### src/rtl/tlb_frontend.sv
`default_nettype none
// ============================================================================
//  Module   : tlb_frontend
//  Brief    : Fully-associative Sv39 TLB in front of the page-table walker.
//             Hits and bypass are answered locally; misses issue one walk,
//             fill an entry and return the walked physical address.
//  Revision : 1.0 - initial release
// ============================================================================
module tlb_frontend #(
  parameter int ENTRIES = 8,
  parameter int TIMEOUT = 64
) (
  input  logic        clk,
  input  logic        reset_n,
  input  logic [63:0] satp,
  input  logic        flush,
  input  logic        req_valid,
  input  logic [63:0] req_vaddr,
  output logic        req_ready,
  output logic        resp_valid,
  input  logic        resp_ready,
  output logic [63:0] resp_paddr,
  output logic        resp_hit,
  output logic        resp_fault,
  output logic        walk_valid,
  output logic [63:0] walk_vaddr,
  input  logic        walk_done,
  input  logic [63:0] walk_paddr
);

  localparam int c_IDX_W = (ENTRIES > 1) ? $clog2(ENTRIES) : 1;
  localparam int c_CNT_W = (TIMEOUT > 1) ? $clog2(TIMEOUT) : 1;

  typedef enum logic [2:0] {
    S_IDLE   = 3'd0,
    S_LOOKUP = 3'd1,
    S_ISSUE  = 3'd2,
    S_GUARD  = 3'd3,
    S_WAIT   = 3'd4,
    S_RESP   = 3'd5
  } state_t;

  state_t               r_state;
  logic [63:0]          r_vaddr;
  logic [ENTRIES-1:0]   r_valid;
  logic [26:0]          r_vpn [ENTRIES];
  logic [43:0]          r_ppn [ENTRIES];
  logic [c_IDX_W-1:0]   r_rr_ptr;
  logic [c_CNT_W-1:0]   r_cnt;
  logic                 r_flush_seen;
  logic                 r_req_ready;
  logic                 r_resp_valid;
  logic [63:0]          r_resp_paddr;
  logic                 r_resp_hit;
  logic                 r_resp_fault;
  logic                 r_walk_valid;
  logic [63:0]          r_walk_vaddr;

  logic                 w_hit;
  logic [43:0]          w_hit_ppn;
  logic                 w_has_free;
  logic [c_IDX_W-1:0]   w_free_idx;
  logic [c_IDX_W-1:0]   w_victim;
  logic                 w_fill;
  logic                 w_unused;

  // Only the Sv39 part of the walker address and the enable bit of satp matter.
  assign w_unused = ^{satp[62:0], walk_paddr[63:56], walk_paddr[11:0]};

  // Associative compare of the registered VPN against all valid entries.
  always_comb begin
    w_hit     = 1'b0;
    w_hit_ppn = '0;
    for (int i = 0; i < ENTRIES; i++) begin
      if (r_valid[i] && (r_vpn[i] == r_vaddr[38:12])) begin
        w_hit     = 1'b1;
        w_hit_ppn = r_ppn[i];
      end
    end
  end

  // Victim choice: lowest invalid entry, else the round-robin pointer.
  always_comb begin
    w_has_free = 1'b0;
    w_free_idx = '0;
    for (int i = ENTRIES - 1; i >= 0; i--) begin
      if (!r_valid[i]) begin
        w_has_free = 1'b1;
        w_free_idx = c_IDX_W'(i);
      end
    end
  end

  assign w_victim = w_has_free ? w_free_idx : r_rr_ptr;
  // A flush anywhere between ISSUE and capture (including the capture edge) blocks the fill.
  assign w_fill   = (r_state == S_WAIT) && walk_done && !r_flush_seen && !flush;

  // Tag/data storage needs no reset: the valid bits qualify every entry.
  always_ff @(posedge clk) begin
    if (w_fill) begin
      r_vpn[w_victim] <= r_vaddr[38:12];
      r_ppn[w_victim] <= walk_paddr[55:12];
    end
  end

  // Control FSM with registered outputs, valid bits and replacement pointer.
  always_ff @(posedge clk or negedge reset_n) begin
    if (!reset_n) begin
      r_state      <= S_IDLE;
      r_vaddr      <= '0;
      r_valid      <= '0;
      r_rr_ptr     <= '0;
      r_cnt        <= '0;
      r_flush_seen <= 1'b0;
      r_req_ready  <= 1'b0;
      r_resp_valid <= 1'b0;
      r_resp_paddr <= '0;
      r_resp_hit   <= 1'b0;
      r_resp_fault <= 1'b0;
      r_walk_valid <= 1'b0;
      r_walk_vaddr <= '0;
    end else begin
      if (flush) begin
        r_valid <= '0;
      end else if (w_fill) begin
        r_valid[w_victim] <= 1'b1;
      end
      if (w_fill && !w_has_free) begin
        r_rr_ptr <= (r_rr_ptr == c_IDX_W'(ENTRIES - 1)) ? '0 : r_rr_ptr + 1'b1;
      end

      case (r_state)
        S_IDLE: begin
          r_req_ready <= 1'b1;
          if (r_req_ready && req_valid) begin
            r_vaddr     <= req_vaddr;
            r_req_ready <= 1'b0;
            r_state     <= S_LOOKUP;
          end
        end
        S_LOOKUP: begin
          if (!satp[63]) begin
            r_resp_paddr <= r_vaddr;
            r_resp_hit   <= 1'b1;
            r_state      <= S_RESP;
          end else if (w_hit) begin
            r_resp_paddr <= {8'b0, w_hit_ppn, r_vaddr[11:0]};
            r_resp_hit   <= 1'b1;
            r_state      <= S_RESP;
          end else begin
            r_walk_valid <= 1'b1;
            r_walk_vaddr <= r_vaddr;
            r_flush_seen <= 1'b0;
            r_state      <= S_ISSUE;
          end
        end
        S_ISSUE: begin
          r_walk_valid <= 1'b0;
          if (flush) r_flush_seen <= 1'b1;
          r_state <= S_GUARD;
        end
        S_GUARD: begin
          // walk_done may still be high from the previous walk: ignore it here.
          if (flush) r_flush_seen <= 1'b1;
          r_cnt   <= '0;
          r_state <= S_WAIT;
        end
        S_WAIT: begin
          if (flush) r_flush_seen <= 1'b1;
          if (walk_done) begin
            r_resp_paddr <= {8'b0, walk_paddr[55:12], r_vaddr[11:0]};
            r_resp_hit   <= 1'b0;
            r_resp_valid <= 1'b1;
            r_state      <= S_RESP;
          end else if (r_cnt == c_CNT_W'(TIMEOUT - 1)) begin
            r_resp_paddr <= '0;
            r_resp_hit   <= 1'b0;
            r_resp_fault <= 1'b1;
            r_resp_valid <= 1'b1;
            r_state      <= S_RESP;
          end else begin
            r_cnt <= r_cnt + 1'b1;
          end
        end
        S_RESP: begin
          // Local answers load the data at the compare edge and raise valid
          // one cycle later, fixing hit/bypass latency at two edges.
          if (!r_resp_valid) begin
            r_resp_valid <= 1'b1;
          end else if (resp_ready) begin
            r_resp_valid <= 1'b0;
            r_resp_hit   <= 1'b0;
            r_resp_fault <= 1'b0;
            r_req_ready  <= 1'b1;
            r_state      <= S_IDLE;
          end
        end
        default: r_state <= S_IDLE;
      endcase
    end
  end

  assign req_ready  = r_req_ready;
  assign resp_valid = r_resp_valid;
  assign resp_paddr = r_resp_paddr;
  assign resp_hit   = r_resp_hit;
  assign resp_fault = r_resp_fault;
  assign walk_valid = r_walk_valid;
  assign walk_vaddr = r_walk_vaddr;

endmodule
`default_nettype wire
### config.mk
export PLATFORM = sky130hd
export DESIGN_NAME = tlb_frontend
export DESIGN_NICKNAME = d
export VERILOG_FILES = /design/src/rtl/tlb_frontend.sv
export SDC_FILE = /design/constraint.sdc
export NUM_CORES = 1
export LEC_CHECK = 0
export BUFFER_PORTS_ARGS = -buffer_cell sky130_fd_sc_hd__buf_2
export CORE_MARGIN = 2
export CORE_UTILIZATION = 64
export DETAILED_ROUTE_END_ITERATION = 7
export HOLD_SLACK_MARGIN = 0.05
export PLACE_DENSITY = 0.81
export REMOVE_ABC_BUFFERS = 1
export SLEW_MARGIN = 40
export SYNTH_ARGS = -nofsm -noshare
export SYNTH_HDL_FRONTEND = slang
export SYNTH_SLANG_ARGS = --single-unit
### constraint.sdc
create_clock -name clk -period 16.45 [get_ports clk]
set_input_delay 1.645 -clock clk [delete_from_list [all_inputs] [get_ports clk]]
set_output_delay 1.645 -clock clk [all_outputs]
set_load 0.05 [all_outputs]
After elaboration in Yosys (flattened, before gate mapping)
Memory sizes are Yosys's and may differ from the RTL's.
Index checks and enable logic that the tools add are counted.
- output and inout port bits: 133
- logic and storage cells: 166
- bits in writable memories: 568
- input port bits: 198
- memories kept: 2
- register bits: 218
- add/sub/neg operators: 2
- magnitude comparators: 2
- multiplexer cells: 81
- bitwise operators: 2
- eq/ne operators: 26
- reduce and logical (&&, ||, !) cells: 38
- memory list (name ; depth ; bits a word ; rd ports ; clocked after Yosys merged registers in ; write ports ; line ; source):
    r_ppn ; 8 ; 44 ; 8 ; 0 ; 1 ; 47 ; logic [43:0] r_ppn [ENTRIES];
    r_vpn ; 8 ; 27 ; 8 ; 0 ; 1 ; 46 ; logic [26:0] r_vpn [ENTRIES];
- operator list (cell ; number):
    $mux 44 ; 8
    $mux 64 ; 4
    $eq 27x27->1 ; 8
    $pmux 64 s2 ; 1
    $mux 3 ; 17
    $mux 1 ; 38
    $pmux 3 s6 ; 1
    $mux 8 ; 2
    $reduce_and 3->1 ; 5
    $logic_and 1x1->1 ; 14
    $ne 2x2->1 const B ; 7
    $reduce_bool 2->1 ; 7
    $mux 6 ; 2
    $pmux 6 s2 ; 1
    $pmux 1 s2 ; 5
    $reduce_and 5->1 ; 2
    $eq 3x3->1 const B ; 3
    $or 8x8->8 ; 1
    $reduce_and 4->1 ; 2
    $add 6x1->6 const B ; 1
    $eq 3x2->1 const B ; 2
    $eq 6x6->1 const B ; 1
    $lt 3x4->1 const B ; 1
    $ne 2x1->1 const B ; 2
    other kinds (13) ; 16

Logic depth before layout (Yosys ltp)
Gate-level depths: netlist of the first run.
- depth after elaboration: 16
- depth in mapped cells: 12

Worst setup path before layout of the first run
OpenSTA, ideal clock, no wires.
- path type: input to register
- from: in flush
- to: mem r_ppn[0][0], enable pin
- setup time: 0.589 ns
- path slack: 8.730 ns
- arrival time: 7.131 ns
- stages: 4
- required time: 15.861 ns
- cells stage by stage: clkbuf_1 > nor3_1 > nand2_1 > nor3_1
- longest elaborated chain between the ends: 4
- ends and longest elaborated chain (item ; line ; source):
    start: declaration ; 16 ; input logic flush,
    $logic_not 1->1 ; 96 ; assign w_fill = (r_state == S_WAIT) && walk_done && !r_flush_seen && !flush;
    $logic_and 1x1->1 ; 96 ;
    $mux 1 ; 100 ; if (w_fill) begin
    $mux 1 (implied by the code) ; 102 ; r_ppn[w_victim] <= walk_paddr[55:12];
    end: declaration ; 47 ;
No other way between the ends.

Worst setup path in the final report of the first run
- from: reg r_state[2]
- to: mem r_vpn[7][22], enable pin
- longest elaborated chain between the ends: 6
- ends and longest elaborated chain (item ; line ; source):
    start: declaration ; 43 ; state_t r_state;
    start signal: assignment ; 109 ; r_state <= S_IDLE;
    start signal: assignment ; 138 ; r_state <= S_LOOKUP;
    start signal: assignment ; 145 ; r_state <= S_RESP;
    $eq 3x3->1 ; 96 ;
    $logic_and 1x1->1 (3 in a row) ; 96 ;
    $mux 1 ; 100 ;
    $mux 1 (implied by the code) ; 101 ; r_vpn[w_victim] <= r_vaddr[38:12];
    end: declaration ; 46 ;
No other way between the ends.

==> flow_summary_export.csv, run 1 <==
group,metric,value,unit
clocking,cts_hold_buf,0,
setup_path,cp-end-kind,"flop",
clocking,cts.clk_slew.worst_paths,60,ps
finish,areaGrowthSynthToFinish,13.5,%
setup_path,arrival,4590,ps
clocking,cts_buffers,75,
power_and_ir_drop,power_switching,2520,uW
synthesis,synth-async-reset-ratio,0.277,
finish,layout.nets,2613,
grt,grt_pass1_vias,21400,
finish,drive_above_1_share,0.258,
floorplan,start_util,0.644,
floorplan,ios,331,
floorplan,coreArea,51000,um^2
synthesis,synth.top_cells.by_area,"edfxtp_1 52%, dfrtp_1 17%, xnor2_1 4.4%",
power_and_ir_drop,power.internal,4260,uW
synthesis,yosys.cell_count.top_type,"edfxtp_1",
detailed_routing,dr.pass1.iters,5,
clocking,cts_sinks,786,
power_and_ir_drop,p_per_area,182,nW/um^2
detailed_routing,drc,0,
clocking,insertion_delay,610,ps
timing,drv_slew,0,
power_and_ir_drop,swShare,0.372,
floorplan,die_w,231,um
synthesis,avgSynthCellArea,15.3,um^2
placement,io_buffers,247,
synthesis,netlist_instances,2153,
setup_path,critPathKind,"flop to flop",
placement,gp_congestion,0.865,
grt,grt_max_degree,94,
power_and_ir_drop,power.share.sequential,0.401,
setup_path,reg2reg_setup_slack,12090,ps
finish,fin_util,0.731,
floorplan,core.rowCount,83,
grt,antenna_found_initial,10,
clocking,cts-root-buf,"clkbuf_16",
floorplan,die_height,231,um
synthesis,seq_area_frac_synth,0.685,
grt,grt_overflow,0,
detailed_routing,drt-total-wl,84600,um
clocking,htreeDepth,3,
synthesis,yosys-top-cells-count,"568 x edfxtp_1, 218 x dfrtp_1, 164 x xnor2_1",
floorplan,die_area,53200,um^2
timing,fmax,229,MHz
clocking,post_cts_resized,0,
clocking,postCtsSetupBuffers,0,
run_status,run_status,"finished, final reports clean",
setup_path,cp_max_fo,53,
detailed_routing,drtIter0Drc,2198,
detailed_routing,vias,20700,
synthesis,ys_seq_elements,786,
timing,fin_crit,4360,ps
placement,dp_hpwl,46600,um
timing,relSlewSlack,0.431,
setup_path,cp.required,16670,ps
timing,setup_violations,0,
timing,fin_skew,22.1,ps
finish,fillers,2961,
detailed_routing,viasPerCell,6.54,
synthesis,synth_top_area_cell,"edfxtp_1",
hold_path,min_path_type,"flop to flop",
synthesis,synth-edff-count,568,
power_and_ir_drop,p_leak,0.0133,uW
detailed_routing,antenna_left,0,
setup_path,crit_path_start_kind,"flop",
grt,grt_use_total,0.318,
grt,grt_pass1_wl,126000,um
synthesis,ys_dominant_reg_cell,"edfxtp_1",
run,drv_cap,0,
timing,final-hold-violation-count,0,
synthesis,synth_top_area_share,0.519,
clocking,cts_max_path_buffers,3,
power_and_ir_drop,power_frac_clock,0.256,
timing,period_share,0.265,
power_and_ir_drop,ir_drop,133,uV
timing,worst_pin_slew,852,ps
synthesis,synth_area,32900,um^2
detailed_routing,post_drt_wl_per_cell,26.8,um
power_and_ir_drop,p_comb_frac,0.343,
synthesis,yosysWarnings,0,
synthesis,synth_cell_types,69,
timing,setup_tns,0,ps
timing,rsz0062_at_grt,"no",
clocking,tritoncts,"done",
-- power groups by stage --
stage / logic, uW / registers (uW) / clock network (uW)
2_1_floorplan: 919 / 3370 / 0
3_3_place_gp: 2210 / 2730 / 0
3_5_place_dp: 2280 / 2750 / 0
4_1_cts: 2300 / 2720 / 1740
5_1_grt: 2440 / 2750 / 1820
6_report: 2320 / 2720 / 1740
-- cells in the final DEF, fill, tap and decap left out, types with 45 or more instances in the layout --
cell and count:
nand4_1 79, buf_4 47, buf_2 248, o21ai_0 99, mux2_4 49, a22oi_1 45, a21oi_1 99, edfxtp_1 568
nand2b_1 49, xor2_1 50, clkbuf_16 80, mux2_2 82, dfrtp_1 215, inv_1 99, xnor2_1 164
-- final cells by class --
cell class | count | area [um^2] | share of cell area
clock buffers | 110 | 2200 | 0.0591
clock inverters | 28 | 277 | 0.00742
inverters | 100 | 375 | 0.0101
flip-flops and latches | 786 | 22500 | 0.604
diodes | 6 | 15.0 | 0.000403
well taps | 680 | 851 | 0.0228
multi-input cells | 1136 | 9190 | 0.246
repair buffers | 313 | 1870 | 0.0500
-- per-stage QoR --
step                      setup WS [ps]  area (um^2)  hold slack [ps]  power, uW  cells
after floorplan                    8910        32000              464       4290   2022
after global placement            11630        34600              462       4940   3004
after detailed placement          11680        34700              470       5030   3012
after CTS                         12130        37200              479       6770   3150
after global routing              11880        37300              504       7010   3158
final                             12090        37300              477       6780   3159
-- flip-flops by register name (all words and copies together), names as in the netlist --
name / flops
r_cnt: 6
r_flush_seen: 1
r_ppn: 352
r_rr_ptr: 3
r_state: 3
r_vaddr: 64
r_valid: 8
r_vpn: 216
req_ready: 1
resp_fault: 1
resp_hit: 1
resp_paddr: 64
resp_valid: 1
walk_vaddr: 64
walk_valid: 1
-- routing by layer --
layer / share of wire / global-route usage / wire length (um) / vias up
li1: - / - / - / 8726
met5: 0.00070 / 0 / 59 / -
met2: 0.51 / 0.538 / 43000 / 1250
met1: 0.36 / 0.398 / 30000 / 10400
met4: 0.039 / 0.151 / 3270 / 8
met3: 0.097 / 0.0610 / 8200 / 239
-- critical path, cell delays in order, from the launching register on --
cell	delay [ps]
dfrtp_1	610
inv_2	120
nor3_1	520
nand2_1	180
nor3_1	540
nand2b_1	140
nand2b_1	310
nor2_4	730
buf_4	780
-- cells by family after synthesis --
| family | count (synthesis) | share of synthesized area |
|---|---|---|
| compound gates | 463 | 0.105 |
| buf+inv | 231 | 0.0388 |
| simple gates | 321 | 0.0605 |
| fa+ha+maj | 3 | 0.00114 |
| flops | 786 | 0.685 |
| mux | 131 | 0.0505 |
| xor+xnor | 218 | 0.0590 |
-- final timing paths --
| kind | startpoint | to | depth (start not counted) |
|---|---|---|---|
| max | r_state[2]$_DFFE_PN0P_ | r_vpn[7][22]$_DFFE_PP_ | 8 |
| max reg2reg | r_state[2]$_DFFE_PN0P_ | r_vpn[7][22]$_DFFE_PP_ | 8 |
| min reg2reg | resp_paddr[62]$_DFFE_PN0P_ | resp_paddr[62]$_DFFE_PN0P_ | 2 |
| max in group asynchronous | reset_n | resp_paddr[36]$_DFFE_PN0P_ | 3 |
| min in group asynchronous | reset_n | r_vaddr[57]$_DFFE_PN0P_ | 1 |
| min | resp_paddr[62]$_DFFE_PN0P_ | resp_paddr[62]$_DFFE_PN0P_ | 2 |
Power figures use the tool's default switching activity.
==> run 2: changes to the inputs <==
--- a/config.mk
+++ b/config.mk
@@ -5,12 +5,13 @@
 export SDC_FILE = /design/constraint.sdc
 export NUM_CORES = 1
 export LEC_CHECK = 0
+export ABC_AREA = 1
 export BUFFER_PORTS_ARGS = -buffer_cell sky130_fd_sc_hd__buf_2
 export CORE_MARGIN = 2
-export CORE_UTILIZATION = 64
+export CORE_UTILIZATION = 59
 export DETAILED_ROUTE_END_ITERATION = 7
 export HOLD_SLACK_MARGIN = 0.05
-export PLACE_DENSITY = 0.81
+export PLACE_DENSITY = 0.76
 export REMOVE_ABC_BUFFERS = 1
 export SLEW_MARGIN = 40
 export SYNTH_ARGS = -nofsm -noshare
==> constraint.sdc (replaced) <==
create_clock -name clk -period 4.25 [get_ports clk]
set_input_delay 0.425 -clock clk [delete_from_list [all_inputs] [get_ports clk]]
set_output_delay 0.425 -clock clk [all_outputs]
set_load 0.05 [all_outputs]
==> run 2 against run 1 <==
Routed wire length is 11% higher. Non-clock buffer count is 64 higher. Clock-buffer cell count is 2 lower. First-iteration DRC count is 26% higher. Register-to-register slack worse by 11000 ps. Critical path depth is 9 higher. Critical endpoint is now resp_paddr[23]$_DFFE_PN0P_.
==> flow_summary_export.csv, run 2 <==
group,metric,value,unit
run_status,run_status,"finished, final reports clean",
grt,grt_pass1_wl,142000,um
floorplan,start_util,0.596,
detailed_routing,viasPerCell,5.71,
synthesis,seq_area_frac_synth,0.656,
setup_path,slowest_delay,670,ps
setup_path,path_cells,"inv_2, o21ai_0, nor2_1, nand2_1, nor2_1, nand3_1, nor2_2, inv_2, buf_4, nor2_1, nor2_1, nand2_1, nand2_1, nand2_1, nand2_1, nand2_1, a21oi_1",
clocking,tritoncts,"done",
power_and_ir_drop,p_per_area,643,nW/um^2
clocking,htreeDepth,3,
timing,rsz0062_at_grt,"no",
floorplan,die_area,60100,um^2
finish,fin_util,0.689,
placement,post_dp_cell_area,36500,um^2
synthesis,ys_seq_elements,786,
grt,grt_use_total,0.314,
finish,drive_above_1_share,0.148,
finish,regMostFlops,"r_ppn",
clocking,cts_max_path_buffers,3,
finish,largest_reg_flops,352,
floorplan,coreArea,57600,um^2
detailed_routing,highest_layer,"met5",
placement,post-place-ws,945,ps
grt,grt_pass1_vias,25300,
setup_path,path_buf_inv,3,
synthesis,netlist_instances,3408,
setup_path,reg2reg_depth,17,
setup_path,crit_top_cell,"nand2_1",
grt,grt_max_degree,130,
detailed_routing,wl_met1,35500,um
clocking,cts-root-buf,"clkbuf_16",
setup_path,arrival,3890,ps
setup_path,cp_top_family,"simple AND/OR/NAND/NOR gates",
timing,hold_ws,79.1,ps
clocking,cts.clk_slew.worst_paths,60,ps
clocking,postCtsSetupBuffers,0,
floorplan,die_height,245,um
setup_path,worstSetupPathDepth,17,
clocking,cts_buffers,78,
timing,drv_slew,0,
hold_path,min_path_type,"input port to flop",
placement,dp_hpwl,52300,um
clocking,insertion_delay,620,ps
setup_path,r2r-start,"r_vaddr[38]$_DFFE_PN0P_",
synthesis,synth_top_area_share,0.497,
finish,final_cell_mix,"1029 x nand2_1, 568 x edfxtp_1, 319 x nor2_1",
hold_path,hold_depth,3,
power_and_ir_drop,ir_drop,450,uV
synthesis,avgSynthCellArea,10.1,um^2
detailed_routing,wl_met2,44900,um
finish,top_regs,"r_ppn (352), r_vpn (216)",
synthesis,yosys.cell_count.top_type,"nand2_1",
clocking,cts_sinks,786,
detailed_routing,vias,25900,
setup_path,rr_endpoint,"resp_paddr[23]$_DFFE_PN0P_",
synthesis,synth.top_cells.by_area,"edfxtp_1 50%, dfrtp_1 16%, nand2_1 11%",
finish,areaGrowthSynthToFinish,15.6,%
finish,fillers,4016,
synthesis,synth-async-reset-ratio,0.277,
detailed_routing,dr.pass1.iters,6,
synthesis,synth_cell_types,43,
setup_path,slowest_stage,"dfrtp_1",
timing,setup_ws,889,ps
setup_path,critPathKind,"flop to flop",
detailed_routing,route.met3.wl,9570,um
synthesis,ys_dominant_reg_cell,"edfxtp_1",
timing,setup_violations,0,
placement,gp_congestion,0.862,
setup_path,crit_path_start_kind,"flop",
timing,final-hold-violation-count,0,
setup_path,cp-end-kind,"flop",
run,drv_cap,0,
synthesis,synth_area,34300,um^2
detailed_routing,drtIter0Drc,2772,
timing,fmax,298,MHz
synthesis,yosys-top-cells-count,"1031 x nand2_1, 568 x edfxtp_1, 327 x nor2_1, 287 x inv_1, 218 x dfrtp_1",
placement,io_buffers,247,
setup_path,cp.required,4780,ps
timing,fin_crit,3360,ps
grt,antenna_found_initial,6,
synthesis,synth_top_area_cell,"edfxtp_1",
detailed_routing,post_drt_wl_per_cell,20.7,um
timing,relSlewSlack,0.401,
detailed_routing,drt-total-wl,93800,um
setup_path,crit_end,"resp_paddr[23]$_DFFE_PN0P_",
timing,fin_skew,19.1,ps
power_and_ir_drop,p_leak,0.0170,uW
setup_path,cp_max_fo,21,
setup_path,setup.worst_path.start,"r_vaddr[38]$_DFFE_PN0P_",
floorplan,ios,331,
setup_path,reg2reg_setup_slack,890,ps
finish,layout_commonest_cell,"nand2_1",
timing,period_share,0.791,
finish,layout.nets,3903,
synthesis,yosysWarnings,0,
detailed_routing,antenna_left,0,
timing,worst_pin_slew,898,ps
grt,grt_overflow,0,
floorplan,core.rowCount,88,
finish,fin_area,39700,um^2
floorplan,die_w,245,um
detailed_routing,drc,0,
synthesis,synth-edff-count,568,
power_and_ir_drop,total_power,25500,uW
-- run 2: cell types whose count changed after synthesis, moves of 58 or more --
cell     previous run  this run
nand3_1             9       121
nor2_1             21       327
buf_2              22        80
o21ai_0            99       212
nand4_1            79        19
nand2_1            37      1031
inv_1              99       287
xnor2_1           164        32
mux2_2             82         0
-- run 2: final cells by class --
type	instances	area, um^2	area share
sequential	786	22500	0.567
multi-input combinational	2144	9840	0.248
timing repair buffer	377	2580	0.0651
clock buffer	108	2250	0.0567
inverter	315	1180	0.0299
tap	765	957	0.0241
clock inverter	33	334	0.00842
antenna	3	7.51	0.000189
-- run 2: worst min path at each step --
stage / from / endpoint / slack (ps)
detailed placement: resp_paddr[6]$_DFFE_PN0P_ / resp_paddr[6]$_DFFE_PN0P_ / 460
global route: req_vaddr[38] / r_vaddr[38]$_DFFE_PN0P_ / 100
floorplan: reset_n / r_cnt[0]$_DFFE_PN0P_ / 130
CTS: req_vaddr[26] / r_vaddr[26]$_DFFE_PN0P_ / 50
finish: req_vaddr[38] / r_vaddr[38]$_DFFE_PN0P_ / 80
global placement: resp_paddr[6]$_DFFE_PN0P_ / resp_paddr[6]$_DFFE_PN0P_ / 450
-- run 2: metal layers --
layer,vias up,track usage
met3,258,0.0564
met5,-,0
met2,1449,0.509
met4,6,0.142
met1,12300,0.415
li1,11800,-
-- run 2: worst register-to-register path, stage by stage, from the launching register on --
cell	delay [ps]
dfrtp_1	670
inv_2	200
o21ai_0	480
nor2_1	100
nand2_1	90
nor2_1	40
nand3_1	190
nor2_2	110
inv_2	400
buf_4	380
nor2_1	90
nor2_1	120
nand2_1	80
nand2_1	50
nand2_1	50
nand2_1	50
nand2_1	80
a21oi_1	120
-- run 2: power by group --
group          total (uW)  switching (uW)  internal [uW]
clock network        6960            2850           4120
registers           10300             627           9630
logic                8280            6260           2020
-- run 2: stage by stage --
| stage | std cells | setup TNS [ps] |
|---|---|---|
| 6_report | 4531 | 0 |
| 5_1_grt | 4530 | 0 |
| 4_1_cts | 4527 | 0 |
| 3_5_place_dp | 4327 | 0 |
| 3_3_place_gp | 4327 | 0 |
| 2_1_floorplan | 3245 | -1245850 |
-- run 2: cell families (layout without fill, tap and decap cells) --
kind of cell	after synthesis	after routing	share of synthesized area
other	0	3	0
buffers and inverters	478	833	0.0601
and+or+nand+nor	1584	1584	0.186
DFF	786	786	0.656
adders and majority gates	3	3	0.00109
AOI/OAI and AO/OA	502	502	0.0827
xor gates and xnor gates	55	55	0.0140
-- run 2: repair_timing --
item | in CTS | in global routing
resized for setup | 0 | 0
hold buffers | 59 | 0
hold endpoints to repair | 154 | 0
